## src/rtl/lcd_spi_pkg.sv

```systemverilog
// Shared types and constants for the LCD SPI transmit path.
package lcd_spi_pkg;

    typedef enum logic [1:0] {
        IDLE = 2'd0,
        LOW  = 2'd1,
        HIGH = 2'd2
    } state_t;

    localparam int BYTE_BITS           = 8;
    localparam int WORD_BITS           = 16;
    // 2 mclk cycles per half-phase gives a 16 MHz SCLK from the 64 MHz mclk.
    localparam int HALF_PERIOD_DEFAULT = 2;

endpackage

```

## src/rtl/lcd_spi_sclk_gen.sv

```systemverilog
// SCLK half-phase timer: ph counts mclk cycles within one SCLK half-phase and
// phase_end_o strobes for one cycle on the last cycle of each half-phase.
module lcd_spi_sclk_gen #(
    parameter int HALF_PERIOD = 2
) (
    input  logic mclk,
    input  logic s00_axi_aresetn,
    input  logic restart_i,
    output logic phase_end_o
);

    logic [7:0] ph_q;

    // Held at zero while restarting so the first half-phase after a load is full length.
    assign phase_end_o = !restart_i && (ph_q == 8'(HALF_PERIOD - 1));

    // Phase counter wraps at the end of every half-phase.
    always_ff @(posedge mclk or negedge s00_axi_aresetn) begin
        if (!s00_axi_aresetn) begin
            ph_q <= 8'd0;
        end else if (restart_i || phase_end_o) begin
            ph_q <= 8'd0;
        end else begin
            ph_q <= ph_q + 8'd1;
        end
    end

endmodule

```

## src/rtl/lcd_spi_shift_engine.sv

```systemverilog
// Parallel-to-serial SPI (mode 0) transmit engine fed by the byte and word FIFOs.
// Byte FIFO wins arbitration, but only at load points, so words are never cut.
// Optional build macro: LCD_SPI_BYTE_SWAP_EN swaps the two bytes of each word load.
module lcd_spi_shift_engine
    import lcd_spi_pkg::*;
#(
    parameter int HALF_PERIOD = HALF_PERIOD_DEFAULT
) (
    input  logic        mclk,
    input  logic        s00_axi_aresetn,
    input  logic        mclk_pll_locked,
    input  logic        d8_empty,
    input  logic [7:0]  d8_data,
    output logic        d8_read,
    input  logic        d16_empty,
    input  logic [15:0] d16_data,
    output logic        d16_read,
    output logic        lcd_busy,
    output logic        lcd_sclk,
    output logic        lcd_data
);

    state_t      state_q;
    logic [15:0] shreg_q;
    logic [3:0]  bitcnt_q;
    logic        sclk_q, data_q, busy_q, rd8_q, rd16_q;
    logic [15:0] word_d;
    logic        phase_end, restart, load_pt;

    // Word as it goes onto the wire; swapped variant serves little-endian RGB565 sources.
    always_comb begin
        word_d = d16_data;
`ifdef LCD_SPI_BYTE_SWAP_EN
        word_d = {d16_data[7:0], d16_data[15:8]};
`endif
    end

    assign restart = (state_q == IDLE) || !mclk_pll_locked;
    // Loads happen from IDLE and on the final SCLK fall of an entry, giving gapless back-to-back.
    assign load_pt = (state_q == IDLE) || ((state_q == HIGH) && phase_end && (bitcnt_q == 4'd0));

    lcd_spi_sclk_gen #(.HALF_PERIOD(HALF_PERIOD)) u_sclk_gen (
        .mclk            (mclk),
        .s00_axi_aresetn (s00_axi_aresetn),
        .restart_i       (restart),
        .phase_end_o     (phase_end)
    );

    // Transmit FSM with registered SPI, busy and FIFO pop outputs.
    always_ff @(posedge mclk or negedge s00_axi_aresetn) begin
        if (!s00_axi_aresetn) begin
            state_q  <= IDLE;
            shreg_q  <= 16'h0000;
            bitcnt_q <= 4'd0;
            sclk_q   <= 1'b0;
            data_q   <= 1'b0;
            busy_q   <= 1'b0;
            rd8_q    <= 1'b0;
            rd16_q   <= 1'b0;
        end else begin
            rd8_q  <= 1'b0;
            rd16_q <= 1'b0;
            if (!mclk_pll_locked) begin
                // Losing the clock source drops any partial entry; nothing is popped.
                state_q <= IDLE;
                sclk_q  <= 1'b0;
                data_q  <= 1'b0;
                busy_q  <= 1'b0;
            end else begin
                case (state_q)
                    LOW: if (phase_end) begin
                        state_q <= HIGH;
                        sclk_q  <= 1'b1;
                    end
                    HIGH: if (phase_end) begin
                        sclk_q <= 1'b0;
                        if (bitcnt_q != 4'd0) begin
                            shreg_q  <= {shreg_q[14:0], 1'b0};
                            bitcnt_q <= bitcnt_q - 4'd1;
                            data_q   <= shreg_q[14];
                            state_q  <= LOW;
                        end
                    end
                    default: ;
                endcase
                // Load overrides the HIGH-phase update above when it fires.
                if (load_pt) begin
                    sclk_q <= 1'b0;
                    if (!d8_empty) begin
                        rd8_q    <= 1'b1;
                        shreg_q  <= {d8_data, 8'h00};
                        bitcnt_q <= 4'(BYTE_BITS - 1);
                        data_q   <= d8_data[7];
                        busy_q   <= 1'b1;
                        state_q  <= LOW;
                    end else if (!d16_empty) begin
                        rd16_q   <= 1'b1;
                        shreg_q  <= word_d;
                        bitcnt_q <= 4'(WORD_BITS - 1);
                        data_q   <= word_d[15];
                        busy_q   <= 1'b1;
                        state_q  <= LOW;
                    end else begin
                        busy_q  <= 1'b0;
                        state_q <= IDLE;
                    end
                end
            end
        end
    end

    assign d8_read  = rd8_q;
    assign d16_read = rd16_q;
    assign lcd_busy = busy_q;
    assign lcd_sclk = sclk_q;
    assign lcd_data = data_q;

endmodule

```

## config.mk

```make
export PLATFORM = sky130hd
export DESIGN_NAME = lcd_spi_shift_engine
export DESIGN_NICKNAME = d
export VERILOG_FILES = /design/src/rtl/lcd_spi_pkg.sv /design/src/rtl/lcd_spi_sclk_gen.sv /design/src/rtl/lcd_spi_shift_engine.sv
export SDC_FILE = /design/constraint.sdc
export NUM_CORES = 1
export LEC_CHECK = 0
export CAP_MARGIN = 15
export CELL_PAD_IN_SITES_DETAIL_PLACEMENT = 1
export CELL_PAD_IN_SITES_GLOBAL_PLACEMENT = 1
export CORE_MARGIN = 8
export CORE_UTILIZATION = 45
export CTS_BUF_LIST = sky130_fd_sc_hd__clkbuf_2 sky130_fd_sc_hd__clkbuf_4 sky130_fd_sc_hd__clkbuf_8
export DETAILED_ROUTE_END_ITERATION = 10
export PLACE_DENSITY_LB_ADDON = 0.2
export SETUP_SLACK_MARGIN = 0.1
export SLEW_MARGIN = 15
export SYNTH_ARGS = -nofsm -noshare
export SYNTH_HDL_FRONTEND = slang
export SYNTH_SLANG_ARGS = --single-unit
```

## constraint.sdc

```tcl
create_clock -name mclk -period 5.66 [get_ports mclk]
set_input_delay 1.132 -clock mclk [delete_from_list [all_inputs] [get_ports mclk]]
set_output_delay 1.132 -clock mclk [all_outputs]
set_load 0.02 [all_outputs]
```

Word-level counts from Yosys, hierarchy flattened
Cells that the tools add are included.

Add/sub/neg operators: 2. Eq/ne operators: 8. Mux-type cells: 43. Reduce and logical (&&, ||, !) cells: 13.

Operators by type and width (number): two-way mux 16 bit (6); two-way mux 4 bit (6); two-way mux 1 bit (23); two-way mux 2 bit (5); adder 8 x 1 -> 8 bit, second input constant (1); == test 8 x 1 -> 1 bit, second input constant (1); two-way mux 8 bit (1); inequality test 4 bit, second input constant (2); logical NOT 4 bit (1); inequality test 4 x 1 -> 1 bit, second input constant (1); inequality test 4 x 3 -> 1 bit, second input constant (1); case mux 2 bit (2 select lines) (1); AND reduction 4 bit (1); nonzero test 4 bit (1); subtractor 4 x 1 -> 4 bit, second input constant (1); logical AND 1 bit (3); logical OR 1 bit (3); AND reduction 3 bit (1); == test 2 x 1 -> 1 bit, second input constant (1); == test 2 bit, second input constant (1); logical NOT 1 bit (2); logical NOT 2 bit (1); inequality test 2 x 1 -> 1 bit, second input constant (1); case mux 1 bit (2 select lines) (1).

Bits in registers: 35. Bits of input ports: 29. Output and inout port bits: 5.

Depth between registers and ports, before layout
Gate-level depths: netlist of run 1.

Depth after elaboration: 10. Depth in mapped cells: 9. Mapped depth without buffers: 6.

Hierarchy
From an unflattened synthesis of run 1, not the netlist that was laid out.

Cell total of the unflattened synthesis: 178. Area total of the unflattened synthesis: 1838.0 µm².

By module, submodules not included: lcd_spi_shift_engine (times used 1, cells each 138, area each 1441.4 µm², sequential area each 650.6 µm²); lcd_spi_sclk_gen (times used 1, cells each 40, area each 396.6 µm², sequential area each 200.2 µm²).

Least setup slack after synthesis of run 1
OpenSTA, ideal clock, no wires.

Path kind: input to register. Start point: in mclk_pll_locked. End point: reg shreg_q[7]. Setup time: 126 ps. Arrival: 2189 ps. Setup slack: 3345 ps. Stages: 6. Cell sequence: and3b_1 > and4_1 > buf_2 > buf_2 > and2_1 > a221o_1.

Word-level cells in the longest chain between the ends: 9. Elaborated cells between the ends (all ways): 12.

RTL lines: start: declaration (line lcd_spi_shift_engine.sv:11) `input logic mclk_pll_locked,`; logical NOT 1 bit; logical OR 1 bit (line lcd_spi_shift_engine.sv:38) `assign restart = (state_q == IDLE) || !mclk_pll_locked;`; logical NOT 1 bit (line lcd_spi_sclk_gen.sv:15) `assign phase_end_o = !restart_i && (ph_q == 8'(HALF_PERIOD - 1));`; logical AND 1 bit (line lcd_spi_sclk_gen.sv:15); two-way mux 16 bit (line lcd_spi_shift_engine.sv:75) `HIGH: if (phase_end) begin`; two-way mux 16 bit (line lcd_spi_shift_engine.sv:70) `case (state_q)`; two-way mux 16 bit (line lcd_spi_shift_engine.sv:96) `end else if (!d16_empty) begin`; two-way mux 16 bit (line lcd_spi_shift_engine.sv:89) `if (!d8_empty) begin`; two-way mux 16 bit (line lcd_spi_shift_engine.sv:87) `if (load_pt) begin`; end signal: assignment (line lcd_spi_shift_engine.sv:78) `shreg_q <= {shreg_q[14:0], 1'b0};`; end signal: assignment (line lcd_spi_shift_engine.sv:91) `shreg_q <= {d8_data, 8'h00};`; end signal: assignment (line lcd_spi_shift_engine.sv:98) `shreg_q <= word_d;`; end: declaration (line lcd_spi_shift_engine.sv:24) `logic [15:0] shreg_q;`.

Parallel ways exist; a longest one is shown, timed or not. A chain may end at the register's enable or synchronous reset.

Worst setup path after layout of run 1
Start point: in mclk_pll_locked. End point: reg shreg_q[8].

Same word-level chain as after synthesis.

==> results of run 1 <==
[layer usage]
metal  GRT usage  vias up  routed length (µm)
met3      0.0444        6                 235
li1            -      795                   -
met4      0.0474        0                  44
met1       0.210      821                2290
met5           0        -                   0
met2       0.273       34                2550
[worst paths after layout]
path | start | to | slack, ns | depth (start not counted)
max in group asynchronous | s00_axi_aresetn | d8_read | 4.09 | 2
max | mclk_pll_locked | shreg_q[8] | 2.08 | 5
min | shreg_q[5] | shreg_q[5] | 0.51 | 1
min in group asynchronous | s00_axi_aresetn | shreg_q[9] | 1.25 | 2
min reg2reg | shreg_q[5] | shreg_q[5] | 0.51 | 1
max reg2reg | bitcnt_q[1] | shreg_q[8] | 2.99 | 6
[cell usage in the layout (no fill, tap or decap), types with 4 or more instances in the layout]
master / instances
dfrtp_1: 34
clkdlybuf4s50_1: 33
a21oi_1: 13
nand2_1: 12
nor2_1: 12
and2_1: 11
a221o_1: 11
inv_1: 9
nand4_1: 8
ha_1: 6
nand2b_1: 5
nor2b_1: 5
clkbuf_8: 5
nand3_1: 4
xor2_1: 4
mux2i_1: 4
o21ai_0: 4
[per-stage QoR]
step,cell area [µm²],setup slack [ns],std cells,util,hold WS (ns)
floorplan,1970,3.35,196,-,0.470
global placement,2330,1.93,274,0.543,0.490
detailed placement,2330,1.78,274,0.543,0.497
CTS,2440,2.07,282,0.569,0.519
global route,2440,1.87,282,0.569,0.533
finish,2440,2.08,282,0.569,0.512
[state kept, by name (all words and copies together), names as in the netlist]
register and count:
bitcnt_q 4, lcd_data 1, u_sclk_gen.ph_q 8, d16_read 1, lcd_sclk 1, lcd_busy 1
d8_read 1, state_q 2, shreg_q 15
[power breakdown]
group	internal, W	switching (W)	total [W]
combinational	0.000152	0.000184	0.000336
sequential	0.000310	0.0000505	0.000360
clock	0.000131	0.0000968	0.000228
[cell families after synthesis]
kind of cell / Yosys count / share of synthesized area
XOR/XNOR: 7 / 0.0311
buffers and inverters: 17 / 0.0381
flip-flops: 34 / 0.432
multiplexers: 5 / 0.0260
AO/OA/AOI/OAI: 47 / 0.191
adder cells (fa/ha/maj): 6 / 0.0381
AND/OR/NAND/NOR: 80 / 0.243
[layout make-up]
| cell class | instances | area (µm²) | share of cell area |
|---|---|---|---|
| tap | 52 | 65.1 | 0.0266 |
| inverter | 9 | 33.8 | 0.0138 |
| timing repair buffer | 34 | 338 | 0.138 |
| clock inverter | 3 | 45.0 | 0.0184 |
| multi-input combinational | 145 | 1040 | 0.427 |
| sequential | 34 | 851 | 0.348 |
| clock buffer | 5 | 68.8 | 0.0281 |
[worst register-to-register path, cell delays in order, from the launching register on]
cell and delay [ns]:
dfrtp_1 0.40, inv_1 0.09, ha_1 0.24, or3b_1 0.39
and4_1 0.39, o31ai_2 0.80, a221o_1 0.28
==> results.md, run 1 <==
- Status: finished, final reports clean
- Number of synthesized flops with an enable pin: 0
- Peak Freq: approximately 280 MHz
- Worst-margin pin slew: approximately 0.86 ns
- Async S/R FF share, synth: 1.00
- Post-CTS setup buffers: 0
- Fin crit share: 0.632
- Fill count: approximately 490
- Htree depth: 2
- Synth cell count leaders: dfrtp_1, a21oi_1, nand2_1, nor2_1
- Worst min path class: reg2reg
- Max-Cap Viols: 0
- # IOs: 34
- Syn Inst Count: 196
- Total power divided by cell area: roughly 380 mW/mm²
- Critical Path RT: just under 6 ns
- Post-synth net total: roughly 230
- Worst skew pair latency: a little under 0.3 ns
- Unrepaired setup endpoints after global routing: no
- Routability cong.: a little under 0.9
- Synthesis-stage register bit count: 34
- Dpl hpwl: between 3 and 4 mm
- Maximum root-to-sink buffer count: 2
- TritonCTS Buffers: 5
- Fin crit period: between 3 and 4 ns
- P_leak: around 1.0 nW
- DR DRC count: 0
- DIE WIDTH: 82.2 µm
- Die area: roughly 0.0067 mm²
- Normalized max-slew margin: 0.425
- Post-CTS Resized: 0
- Synthesized cell area: approximately 0.0020 mm²
- Area share of the largest cell type after synthesis: 0.432
- Worst path arrival time: 3.80 ns
- Worst-path fanout max: 22
- Peak VDD IR: about 0.00027 V
- DR pass1 iterations: 4
- Vias in the first global route: ~1.8k
- Register area share after synthesis: 0.432
- Total global routing overflow: 0
- DRT iter0 DRCs: 92
- Die Height: around 82 µm
- Worst path slowest cell: o31ai_2
- Antenna Cells: 0
- Final setup vio count: 0
- Avg Inst Size Synth: about 10 µm²
- Drt total wl: between 5 and 6 mm
- Synth-to-Final Area Change: 24.1%
- Clock transition at path regs: roughly 0.08 ns
- GRT Overall Usage: 0.166
- Count leader, synth: dfrtp_1
- WL/cell: 18.2 µm
- Kind of critical path: in2reg
- Max-slew violations: 0
- Leading area contributor after synthesis: dfrtp_1
- Global-route wire length before repair: 8.68 mm
- Clock root buffer master: clkbuf_8
- DR vias: roughly 1.7k
- # hold bufs at CTS: 0
- Crit path max-delay family: compound AO/OA/AOI/OAI gates
- Setup TNS: 0 ns
- Antenna violations before repair: 0
- CP Capture Type: register
- Via density: around 5.9
- Top_reg_cell synth: dfrtp_1
- YS warnings: 0
- Bufs and invs on worst path: 1
- Cells along the critical path: clkdlybuf4s50_1 > and3b_1 > and4_1 > o31ai_2 > a221o_1
- Tot Pwr: just over 0.0009 W
- Layout Nets: 264
- Synth area leaders: dfrtp_1, a221o_1, ha_1
- Row cnt: 24
- TritonCTS clock tree: built
- Starting Density: 0.459
- Netlist cell types: 51
- Clock sinks: 34
- Hold Vio Cnt, Final: 0
- Routed Antenna Nets: 0
- CP max stage delay: approximately 0.80 ns
- IO Port Bufs: 33
- Core area: approximately 0.0043 mm²
- Share of cells above drive strength 1: 0.0826
- Largest net degree at the start of global routing: 35
- Worst Clk Skew: around 0.0079 ns
- CP Launch Type: input pin
No activity file was read; power rests on OpenSTA's default activity.
==> inputs of run 2 (changes only) <==
- CORE_UTILIZATION: 45 -> 42
- clock period: 5.66 -> 3.58 ns (I/O delays scaled with it)
==> run 2 against run 1 <==
  * Flip-flop and latch count unchanged
  * Final cell count grew 1.8%
  * Clock skew rose by 0.0037 ns
  * Clock power rose by 92%
  * Critical path type unchanged
==> results.md, run 2 (same netlist as run 1, synthesis figures left out) <==
- Antenna violations before repair: 0 (unchanged)
- CP max stage delay: 0.80 ns (about the same)
- Setup TNS: 0 ns (unchanged)
- Largest net degree at the start of global routing: 35 (unchanged)
- Worst Clk Skew: 0.0116 ns (+0.00375 ns)
- Core area: 0.00463 mm² (+7.8%)
- DRT iter0 DRCs: 97 (+5.4%)
- Starting Density: 0.425 (-0.0332)
- Layout Nets: 267 (+1.1%)
- Kind of critical path: in2reg
- Worst-margin pin slew: 0.696 ns (-0.162 ns)
- Clock transition at path regs: 0.07 ns (about the same)
- Vias in the first global route: 1,902 (+7.9%)
- Die area: 0.00714 mm² (+5.7%)
- Antenna Cells: 0 (unchanged)
- Post-CTS setup buffers: 0 (unchanged)
- Cells along the critical path: clkdlybuf4s50_1 > and2_1 > nor2_1 > o31ai_2 > buf_4 > a221o_1
- R2R depth: 6 (unchanged)
- Biggest regs: shreg_q x15, u_sclk_gen.ph_q x8, bitcnt_q x4
- Global-route wire length before repair: 8.94 mm (+3.0%)
- Unrepaired setup endpoints after global routing: no
- Worst min path class: reg2reg
- # hold bufs at CTS: 0 (unchanged)
- P_leak: 1.04 nW (+3.6%)
- CP Capture Type: register
- Fin crit period: 2.44 ns
- Commonest non-fill, non-tap cells in the layout: dfrtp_1, clkdlybuf4s50_1, a21oi_1, nand2_1, nor2_1
- Status: finished, final reports clean
- Synth-to-Final Area Change: 26.9%
- Normalized max-slew margin: 0.530 (+0.105)
- TritonCTS Buffers: 5 (unchanged)
- CP Capture Point: shreg_q[7]
- Max reg flops: 15 (unchanged)
- Fin crit share: 0.680
- Critical Path RT: 3.80 ns (-2.08 ns)
- Share of cells above drive strength 1: 0.0944 (+0.0118)
- DIE WIDTH: 84.5 µm (+2.8%)
- Via density: 5.88 (+0.16%)
- Max-slew violations: 0 (unchanged)
- Htree depth: 2 (unchanged)
- Clock root buffer master: clkbuf_8
- TritonCTS clock tree: built
- Row cnt: 25 (+4.2%)
- Largest reg by FF count: shreg_q
- Peak VDD IR: 0.000459 V (+72%)
- Worst path slowest cell: clkdlybuf4s50_1
- Max-Cap Viols: 0 (unchanged)
- IO Port Bufs: 33 (unchanged)
- Routed Antenna Nets: 0 (unchanged)
- FF-to-FF setup slack: 1.16 ns (-1.83 ns)
- DR vias: 1,688 (+1.9%)
- GRT Overall Usage: 0.156 (-0.0100)
- Post-CTS Resized: 0 (unchanged)
- Die Height: 84.5 µm (+2.8%)
- Peak Freq: a little over 400 MHz
- Total global routing overflow: 0 (unchanged)
- WL/cell: 18.8 µm (+3.5%)
- DR pass1 iterations: 4 (unchanged)
- Final core occ: 0.540 (-0.0296)
- Drt total wl: 5.39 mm (+5.3%)
- Worst path arrival time: 2.65 ns (-1.15 ns)
- R2R Path Start: bitcnt_q[0]
- Dpl hpwl: 4.10 mm (+5.9%)
- Maximum root-to-sink buffer count: 2 (unchanged)
- Routability cong.: 0.877 (-0.96%)
- Most common cell after layout, fill and taps aside: dfrtp_1
- FF-to-FF End: shreg_q[7]
- Worst-path fanout max: 17 (-23%)
- Worst skew pair latency: 0.29 ns (about the same)
- DR DRC count: 0 (unchanged)
- Clock sinks: 34 (unchanged)
- Total power divided by cell area: 622 mW/mm² (+64%)
- # IOs: 34 (unchanged)
- CP Launch Type: input pin
- Hold Vio Cnt, Final: 0 (unchanged)
- Critical path startpoint: d8_empty
- Final setup vio count: 0 (unchanged)
run 2: cell count changes in the layout (fill, tap and decap cells not counted), sizes merged:
cell	change
buf	+3
clkinvlp	-2
bufinv	+1
clkbuf	+1
run 2: cell type report:
class,instances,area (µm²)
Fill cell,526,2130
Multi-Input combinational cell,145,1040
Sequential cell,34,851
Timing Repair Buffer,37,360
Clock buffer,6,82.6
Tap cell,54,67.6
Clock inverter,2,60.1
Inverter,9,33.8
run 2: per-layer routing:
layer  GRT usage  share of wire  vias up
li1            -              -      802
met2       0.280           0.52       24
met1       0.177           0.43      856
met5           0              0        -
met3      0.0380          0.039        6
met4      0.0469         0.0091        0
run 2: worst max-delay path, delay by kind of cell:
| kind | cells | cell delay [ns] |
|---|---|---|
| and+or+nand+nor | 2 | 0.47 |
| AOI/OAI and AO/OA | 2 | 0.43 |
| buffers and inverters | 2 | 1.03 |
run 2: worst min-delay path by stage:
stage	startpoint	endpoint	cells past startpoint
5_1_grt	shreg_q[2]	shreg_q[2]	1
3_5_place_dp	shreg_q[1]	shreg_q[1]	1
6_report	shreg_q[3]	shreg_q[3]	1
3_3_place_gp	shreg_q[1]	shreg_q[1]	1
4_1_cts	shreg_q[2]	shreg_q[2]	1
2_1_floorplan	s00_axi_aresetn	bitcnt_q[0]	0
run 2: where the power goes:
part	switching [W]	internal, W	leakage [nW]	total [W]
Combinational	0.000296	0.000246	0.537	0.000542
Sequential	0.0000835	0.000490	0.433	0.000574
Clock	0.000141	0.000297	0.0714	0.000438
Total	0.000521	0.00103	1.04	0.00155
run 2: per-stage QoR:
stage               total power, W  hold WS [ns]  area, µm²  setup slack (ns)  cells
CTS                        0.00157         0.521       2500              1.14    287
global route               0.00165         0.539       2500             0.912    287
finish                     0.00155         0.517       2500              1.14    287
floorplan                 0.000926         0.420       1970              1.51    196
detailed placement         0.00112         0.503       2360             0.922    279
global placement           0.00109         0.489       2360              1.02    279
